[src/rtl/mips_trace_pkg.sv]
// Shared types, entry layout and field offsets for the MIPS execution trace buffer.
// MIPS_TRACE_STORE_EN widens each entry with the store strobe, address and write data.
package mips_trace_pkg;

  typedef enum logic [1:0] {
    IDLE  = 2'd0,
    ARMED = 2'd1,
    POST  = 2'd2,
    DONE  = 2'd3
  } trace_state_e;

  typedef enum logic [1:0] {
    TRIG_IMM   = 2'd0,
    TRIG_PC    = 2'd1,
    TRIG_STORE = 2'd2,
    TRIG_EXT   = 2'd3
  } trig_mode_e;

  localparam int PC_LSB    = 0;
  localparam int INSTR_LSB = 32;
  localparam int ADDR_LSB  = 64;
  localparam int WD_LSB    = 96;
  localparam int WE_BIT    = 128;

`ifdef MIPS_TRACE_STORE_EN
  localparam int ENTRY_W = 129;
`else
  localparam int ENTRY_W = 64;
`endif

endpackage

[src/rtl/mips_trace_buffer_if.sv]
// Trace tap, control, status and drain-port bundle between the core/debug host and the trace buffer.
// master = core/host side, slave = trace buffer.
interface mips_trace_buffer_if
  import mips_trace_pkg::*;
#(
  parameter int DEPTH  = 16,
  parameter int ADDR_W = $clog2(DEPTH)
);
  logic [31:0]         pc;
  logic [31:0]         instr;
  logic                mem_we;
  logic [31:0]         mem_addr;
  logic [31:0]         mem_wd;
  logic                cap_en;
  logic                arm;
  logic                abort;
  logic [1:0]          trig_mode;
  logic [31:0]         trig_value;
  logic                trig_in;
  logic [ADDR_W-1:0]   post_count;
  logic                rd_valid;
  logic                rd_ready;
  logic [ENTRY_W-1:0]  rd_data;
  logic [1:0]          state;
  logic                wrapped;

  modport master (
    output pc, instr, mem_we, mem_addr, mem_wd, cap_en, arm, abort,
           trig_mode, trig_value, trig_in, post_count, rd_ready,
    input  rd_valid, rd_data, state, wrapped
  );

  modport slave (
    input  pc, instr, mem_we, mem_addr, mem_wd, cap_en, arm, abort,
           trig_mode, trig_value, trig_in, post_count, rd_ready,
    output rd_valid, rd_data, state, wrapped
  );

endinterface

[src/rtl/mips_trace_ram.sv]
// Trace storage: one synchronous write port, one asynchronous read port, contents not reset.
module mips_trace_ram #(
  parameter int DEPTH  = 16,
  parameter int WIDTH  = 64,
  parameter int ADDR_W = $clog2(DEPTH)
) (
  input  logic              clk,
  input  logic              we_i,
  input  logic [ADDR_W-1:0] waddr_i,
  input  logic [WIDTH-1:0]  wdata_i,
  input  logic [ADDR_W-1:0] raddr_i,
  output logic [WIDTH-1:0]  rdata_o
);

  logic [WIDTH-1:0] mem_q [DEPTH];

  always_ff @(posedge clk) begin
    if (we_i) begin
      mem_q[waddr_i] <= wdata_i;
    end
  end

  assign rdata_o = mem_q[raddr_i];

endmodule

[src/rtl/mips_trace_buffer.sv]
// Circular per-cycle trace of the MIPS fetch/store nets with pre/post-trigger windows, drained oldest-first.
// MIPS_TRACE_STORE_EN adds store fields to each entry and enables the store-address trigger.
module mips_trace_buffer
  import mips_trace_pkg::*;
#(
  parameter int DEPTH = 16
) (
  input  logic               clk,
  input  logic               rst,
  mips_trace_buffer_if.slave bus
);

  localparam int ADDR_W = $clog2(DEPTH);
  localparam int CNT_W  = ADDR_W + 1;
  localparam logic [CNT_W-1:0] FULL = CNT_W'(DEPTH);

  trace_state_e       state_q, state_d;
  logic [ADDR_W-1:0]  wr_ptr_q, wr_ptr_d;
  logic [ADDR_W-1:0]  rd_ptr_q, rd_ptr_d;
  logic [CNT_W-1:0]   count_q, count_d;
  logic [ADDR_W-1:0]  remain_q, remain_d;
  logic               wrapped_q, wrapped_d;

  logic               sample;
  logic               trig_hit;
  logic               pop;
  logic               rd_valid;
  logic [ENTRY_W-1:0] wr_entry;
  logic [ENTRY_W-1:0] ram_rdata;

  assign sample   = bus.cap_en && (state_q == ARMED || state_q == POST);
  assign rd_valid = (state_q == DONE) && (count_q != '0);
  assign pop      = rd_valid && bus.rd_ready;

`ifdef MIPS_TRACE_STORE_EN
  // Non-store cycles carry zeroed address/data so stale bus values never look like stores.
  assign wr_entry = {bus.mem_we,
                     bus.mem_we ? bus.mem_wd   : 32'h0,
                     bus.mem_we ? bus.mem_addr : 32'h0,
                     bus.instr, bus.pc};
`else
  logic store_unused;
  assign store_unused = ^{bus.mem_we, bus.mem_addr, bus.mem_wd};
  assign wr_entry     = {bus.instr, bus.pc};
`endif

  always_comb begin
    trig_hit = 1'b0;
    case (trig_mode_e'(bus.trig_mode))
      // Any sample in ARMED is the first one of the run.
      TRIG_IMM:   trig_hit = 1'b1;
      TRIG_PC:    trig_hit = (bus.pc == bus.trig_value);
`ifdef MIPS_TRACE_STORE_EN
      TRIG_STORE: trig_hit = bus.mem_we && (bus.mem_addr == bus.trig_value);
`else
      TRIG_STORE: trig_hit = 1'b0;
`endif
      TRIG_EXT:   trig_hit = bus.trig_in;
      default:    trig_hit = 1'b0;
    endcase
  end

  always_comb begin
    state_d   = state_q;
    wr_ptr_d  = wr_ptr_q;
    rd_ptr_d  = rd_ptr_q;
    count_d   = count_q;
    remain_d  = remain_q;
    wrapped_d = wrapped_q;

    if (bus.abort) begin
      state_d   = IDLE;
      wr_ptr_d  = '0;
      rd_ptr_d  = '0;
      count_d   = '0;
      remain_d  = '0;
      wrapped_d = 1'b0;
    end else begin
      case (state_q)
        IDLE: begin
          if (bus.arm) begin
            state_d   = ARMED;
            wr_ptr_d  = '0;
            rd_ptr_d  = '0;
            count_d   = '0;
            wrapped_d = 1'b0;
          end
        end
        ARMED, POST: begin
          if (sample) begin
            wr_ptr_d = wr_ptr_q + ADDR_W'(1);
            // A full buffer drops its oldest entry to make room.
            if (count_q == FULL) begin
              rd_ptr_d  = rd_ptr_q + ADDR_W'(1);
              wrapped_d = 1'b1;
            end else begin
              count_d = count_q + CNT_W'(1);
            end
            if (state_q == ARMED) begin
              if (trig_hit) begin
                remain_d = bus.post_count;
                state_d  = (bus.post_count == '0) ? DONE : POST;
              end
            end else begin
              remain_d = remain_q - ADDR_W'(1);
              if (remain_q == ADDR_W'(1)) begin
                state_d = DONE;
              end
            end
          end
        end
        DONE: begin
          if (pop) begin
            rd_ptr_d = rd_ptr_q + ADDR_W'(1);
            count_d  = count_q - CNT_W'(1);
            if (count_q == CNT_W'(1)) begin
              state_d = IDLE;
            end
          end
        end
        default: state_d = IDLE;
      endcase
    end
  end

  always_ff @(posedge clk or negedge rst) begin
    if (!rst) begin
      state_q   <= IDLE;
      wr_ptr_q  <= '0;
      rd_ptr_q  <= '0;
      count_q   <= '0;
      remain_q  <= '0;
      wrapped_q <= 1'b0;
    end else begin
      state_q   <= state_d;
      wr_ptr_q  <= wr_ptr_d;
      rd_ptr_q  <= rd_ptr_d;
      count_q   <= count_d;
      remain_q  <= remain_d;
      wrapped_q <= wrapped_d;
    end
  end

  mips_trace_ram #(
    .DEPTH (DEPTH),
    .WIDTH (ENTRY_W)
  ) u_ram (
    .clk     (clk),
    .we_i    (sample && !bus.abort),
    .waddr_i (wr_ptr_q),
    .wdata_i (wr_entry),
    .raddr_i (rd_ptr_q),
    .rdata_o (ram_rdata)
  );

  assign bus.rd_valid = rd_valid;
  assign bus.rd_data  = rd_valid ? ram_rdata : '0;
  assign bus.state    = state_q;
  assign bus.wrapped  = wrapped_q;

endmodule

[src/flat_wrapper.sv]
// flat-port wrapper written by rule: the top's interface ports become plain ports
module mips_trace_buffer_flat import mips_trace_pkg::*;
#(
  parameter int DEPTH = 16
)
  (clk, rst, bus_pc, bus_instr, bus_mem_we, bus_mem_addr, bus_mem_wd, bus_cap_en, bus_arm, bus_abort, bus_trig_mode, bus_trig_value, bus_trig_in, bus_post_count, bus_rd_ready, bus_rd_valid, bus_rd_data, bus_state, bus_wrapped);
  mips_trace_buffer_if #(.DEPTH(DEPTH)) bus_i ();
  input  logic clk;
  input  logic rst;
  input wire logic [$bits(bus_i.pc)-1:0] bus_pc;
  input wire logic [$bits(bus_i.instr)-1:0] bus_instr;
  input wire logic [$bits(bus_i.mem_we)-1:0] bus_mem_we;
  input wire logic [$bits(bus_i.mem_addr)-1:0] bus_mem_addr;
  input wire logic [$bits(bus_i.mem_wd)-1:0] bus_mem_wd;
  input wire logic [$bits(bus_i.cap_en)-1:0] bus_cap_en;
  input wire logic [$bits(bus_i.arm)-1:0] bus_arm;
  input wire logic [$bits(bus_i.abort)-1:0] bus_abort;
  input wire logic [$bits(bus_i.trig_mode)-1:0] bus_trig_mode;
  input wire logic [$bits(bus_i.trig_value)-1:0] bus_trig_value;
  input wire logic [$bits(bus_i.trig_in)-1:0] bus_trig_in;
  input wire logic [$bits(bus_i.post_count)-1:0] bus_post_count;
  input wire logic [$bits(bus_i.rd_ready)-1:0] bus_rd_ready;
  output wire logic [$bits(bus_i.rd_valid)-1:0] bus_rd_valid;
  output wire logic [$bits(bus_i.rd_data)-1:0] bus_rd_data;
  output wire logic [$bits(bus_i.state)-1:0] bus_state;
  output wire logic [$bits(bus_i.wrapped)-1:0] bus_wrapped;
  assign bus_i.pc = bus_pc;
  assign bus_i.instr = bus_instr;
  assign bus_i.mem_we = bus_mem_we;
  assign bus_i.mem_addr = bus_mem_addr;
  assign bus_i.mem_wd = bus_mem_wd;
  assign bus_i.cap_en = bus_cap_en;
  assign bus_i.arm = bus_arm;
  assign bus_i.abort = bus_abort;
  assign bus_i.trig_mode = bus_trig_mode;
  assign bus_i.trig_value = bus_trig_value;
  assign bus_i.trig_in = bus_trig_in;
  assign bus_i.post_count = bus_post_count;
  assign bus_i.rd_ready = bus_rd_ready;
  assign bus_rd_valid = bus_i.rd_valid;
  assign bus_rd_data = bus_i.rd_data;
  assign bus_state = bus_i.state;
  assign bus_wrapped = bus_i.wrapped;
  mips_trace_buffer #(.DEPTH(DEPTH)) u_core (.clk(clk), .rst(rst), .bus(bus_i));
endmodule
[config.mk]
export PLATFORM = sky130hd
export DESIGN_NAME = mips_trace_buffer_flat
export DESIGN_NICKNAME = d
export VERILOG_FILES = /design/src/rtl/mips_trace_pkg.sv /design/src/rtl/mips_trace_buffer_if.sv /design/src/rtl/mips_trace_ram.sv /design/src/rtl/mips_trace_buffer.sv /design/src/flat_wrapper.sv
export SDC_FILE = /design/constraint.sdc
export NUM_CORES = 1
export LEC_CHECK = 0
export BUFFER_PORTS_ARGS = -buffer_cell sky130_fd_sc_hd__buf_2
export CAP_MARGIN = 30
export CORE_AREA = 2 2 415 417
export DETAILED_ROUTE_END_ITERATION = 8
export DIE_AREA = 0 0 417 419
export SETUP_SLACK_MARGIN = 0.5
export SLEW_MARGIN = 20
export SYNTH_ARGS = -nofsm -noshare
export SYNTH_HDL_FRONTEND = slang
export SYNTH_SLANG_ARGS = --single-unit
[constraint.sdc]
create_clock -name clk -period 5.9 [get_ports clk]
set_input_delay 0.59 -clock clk [delete_from_list [all_inputs] [get_ports clk]]
set_output_delay 0.59 -clock clk [all_outputs]
set_load 0.02 [all_outputs]
==> PnR_summary.wiki <==
{| class="wikitable"
! Metric !! Value
|-
| Routed WL || around 98000 µm
|-
| Avg Vias per Cell || 4.32
|-
| Average size of a mapped cell || 23.6 µm²
|-
| Arrival time worst endpoint || 3570 ps
|-
| Number of hold-slack violations in the final timing report || 0
|-
| Total power divided by cell area || between 300 and 400 mW/mm²
|-
| Remaining global-route overflow || 0
|-
| Sequential area share after synthesis || roughly 77%
|-
| Period utilisation layout || a little over two thirds
|-
| Class of the most critical setup path || register to output port
|-
| Worst Setup Start Kind || register
|-
| Top cell type by total area after synthesis || edfxtp_1
|-
| Hold Startpoint || bus_post_count[0]
|-
| Worst Reg2Reg Path Length in Cells || 7
|-
| Post-Syn Area || 0.0407 mm²
|-
| Row count || 152
|-
| Class of the tightest hold or removal check || primary input to register
|-
| Clock latency of the later-clocked register in the worst-skew pair || 680 ps
|-
| Status || finished clean
|-
| Setup slack of the most critical reg-to-reg path || 2490 ps
|-
| Post-route clock skew || 23.1 ps
|-
| Total power || 18.7 mW
|-
| Shortest period the worst path allows || just over 4000 ps
|-
| Floorplan die width || approximately 420 µm
|-
| Final weighted congestion of routability-driven global placement || 0.711
|-
| Number of warnings reported in the yosys synthesis log || 0
|-
| Cells after DPL || 4106
|-
| Number of nets in the layout || 2160
|-
| Unrepaired setup endpoints after global routing || false
|-
| # IOs || 242
|-
| Cell Count, Final, Fillers Out || 4285
|-
| Via count of the first global-routing pass || about 20000
|-
| Area delta synth->final || 18.1%
|-
| Die Span Y || 419 µm
|-
| Highest fanout seen on the critical path || 92
|-
| Worst vdd rail ir drop || 203 µV
|-
| Biggest area contributors in the synthesized netlist || edfxtp_1, mux4_2, dfrtp_1, nor2b_1, xor2_1
|-
| Core utilization of the finished layout || 28.2%
|-
| Initial detailed-routing violation count || approximately 1500
|-
| Number of maximum-capacitance constraint violations || 0
|-
| Most frequent cells in the layout || edfxtp_1, mux4_2, buf_2
|-
| Least-Margin Pin Slew || 945 ps
|-
| Pin count of the biggest net entering global routing || 93
|-
| Post-synth ARST share || 1.92%
|-
| DIE AREA || 0.175 mm²
|-
| Detailed-route DRC error count || 0
|-
| Max-slew violation total from the final report || 0
|-
| Vias after detailed routing || 18500
|-
| Nets in the synthesized netlist || 1912
|-
| Number of filler instances in the final layout || 16500
|-
| First-pass GRT wire length || between 100000 and 150000 µm
|-
| Clk slew on worst S/H paths || ~70 ps
|-
| Number of synthesized flops with an enable pin || 1024
|-
| Clock Sink Count || 1044
|-
| Number of search-and-repair iterations in the first detailed-routing pass || 5
|-
| Clock tree from TritonCTS || done
|-
| Worst hold path endpoint || u_core.remain_q[0]
|-
| Worst hold path stage count || 3
|-
| Count of mapped cells out of synthesis || 1725
|-
| Root buffer selected by CTS || clkbuf_16
|-
| Kind of capture point of the worst setup path || output port
|-
| Total of endpoints with negative setup slack in the final report || 0
|-
| Remaining antenna violation count after routing || 0
|-
| Dpl hpwl || 52900 µm
|-
| Worst endpoint required time || 5310 ps
|-
| Max Root-Sink Buffers || 3
|-
| CTS buffer count || 96
|-
| Core area || 0.171 mm²
|-
| Most common cell after layout, fill and taps aside || edfxtp_1
|-
| Setup TNS || 0 ps
|-
| Starting utilization of the core area || 23.8%
|-
| Count of buffers from port buffering || 176
|-
| Achievable frequency || 0.240 GHz
|-
| Wirelength per Cell || 23.0 µm
|-
| Flops & latches, synth || 1044
|-
| Relative slew slack || 36.8%
|-
| Area of the multi-input gates || 0.00905 mm²
|-
| Number of antenna violations at the first check in global routing || 17
|-
| Worst R2R End || u_core.u_ram.mem_q[14][37]
|-
| Area share of the largest cell type after synthesis || 75.6%
|-
| Library cells used by synthesis || between 50 and 60
|-
| Commonest register cell after synthesis || edfxtp_1
|-
| Storage cell area || 0.0313 mm²
|-
| Startpoint of the worst register-to-register path || u_core.bus.state[0]
|-
| Fraction of layout instances using a drive strength above 1 || 35.1%
|-
| H-tree depth reported by CTS || 3
|-
| Global-route total usage across every layer || 11.2%
|-
| Leak || 14.6 nW
|}
[metrics by stage]
stage	hold slack [ps]	setup slack, ps	cell area, µm²
2_1_floorplan	294	1090	40700
3_3_place_gp	522	2210	44800
3_5_place_dp	525	2270	44800
4_1_cts	163	1500	48000
5_1_grt	215	1580	48000
6_report	234	1740	48000
[repair_timing]
item                                   CTS  global route
hold buffers                             1             0
endpoints found under the hold margin   20             0
resized for setup                        0             0
buffers inserted                         0             0
[how the worst max path moves through the flow]
stage                        start                   endpoint  slack [ps]
6_report        u_core.rd_ptr_q[1]             bus_rd_data[0]        1740
5_1_grt         u_core.rd_ptr_q[1]             bus_rd_data[0]        1580
4_1_cts         u_core.rd_ptr_q[0]            bus_rd_data[41]        1500
3_5_place_dp    u_core.rd_ptr_q[0]            bus_rd_data[41]        2270
3_3_place_gp    u_core.rd_ptr_q[0]            bus_rd_data[35]        2210
2_1_floorplan  u_core.bus.state[1]  u_core.u_ram.mem_q[12][0]        1090
[layout make-up]
class                   instances  area share [%]
clock inverters                59            1.38
clock buffers                 115            5.24
repair buffers                237            3.50
multi-input cells             577            18.8
flip-flops and latches       1044            65.1
diodes                          3          0.0156
inverters                      17           0.133
well taps                    2233            5.82
[where the power goes]
group,internal [mW],leakage (nW),switching [mW]
combinational,1.99,3.56,1.84
sequential,8.33,9.47,0.180
clock,3.59,1.53,2.73
total,13.9,14.6,4.75
[registers in the layout, indices dropped and copies added (netlist names)]
signal	count
u_core.rd_ptr_q	4
u_core.bus.wrapped	1
u_core.u_ram.mem_q	1024
u_core.wr_ptr_q	4
u_core.remain_q	4
u_core.bus.state	2
u_core.count_q	5
[worst max-delay path, cell delays in order (launching register included)]
cell	delay [ps]
dfrtp_4	950
buf_12	530
mux4_2	400
mux4_2	460
nor2b_1	210
buf_2	200
[layer usage]
layer  up-vias  GRT usage (%)  share of wire, %
li1       7836              -                 -
met1     10100           14.0                41
met2       396           19.6                52
met3       144           1.90               4.4
met4        12           3.32               2.3
met5         -              0             0.079
[kinds of logic after synthesis]
logic type | Yosys count | synth area share, %
adder cells (fa/ha/maj) | 13 | 0.400
AND/OR/NAND/NOR | 158 | 2.14
XOR/XNOR | 35 | 0.754
flip-flops | 1044 | 76.8
AO/OA/AOI/OAI | 48 | 0.809
buffers and inverters | 104 | 1.28
multiplexers | 323 | 17.8
[cells in the mapped netlist, types with 2 or more instances]
library cell,n
buf_4,21
o2111ai_1,2
ha_1,13
a21o_1,3
nand2_1,17
a31oi_1,2
nand3_1,11
edfxtp_1,1024
nor3_1,10
xor2_1,32
buf_2,10
a21oi_1,8
inv_1,17
mux4_2,320
o32ai_1,2
buf_6,5
nand2b_1,9
nor4_1,8
clkbuf_1,42
buf_1,9
o41ai_1,2
dfrtp_1,20
o31ai_1,3
o21ai_0,13
nor2b_1,66
nor2_1,24
xnor2_1,3
nand4_1,4
o221ai_1,2
Note: power is estimated with default switching activity, not from simulation.
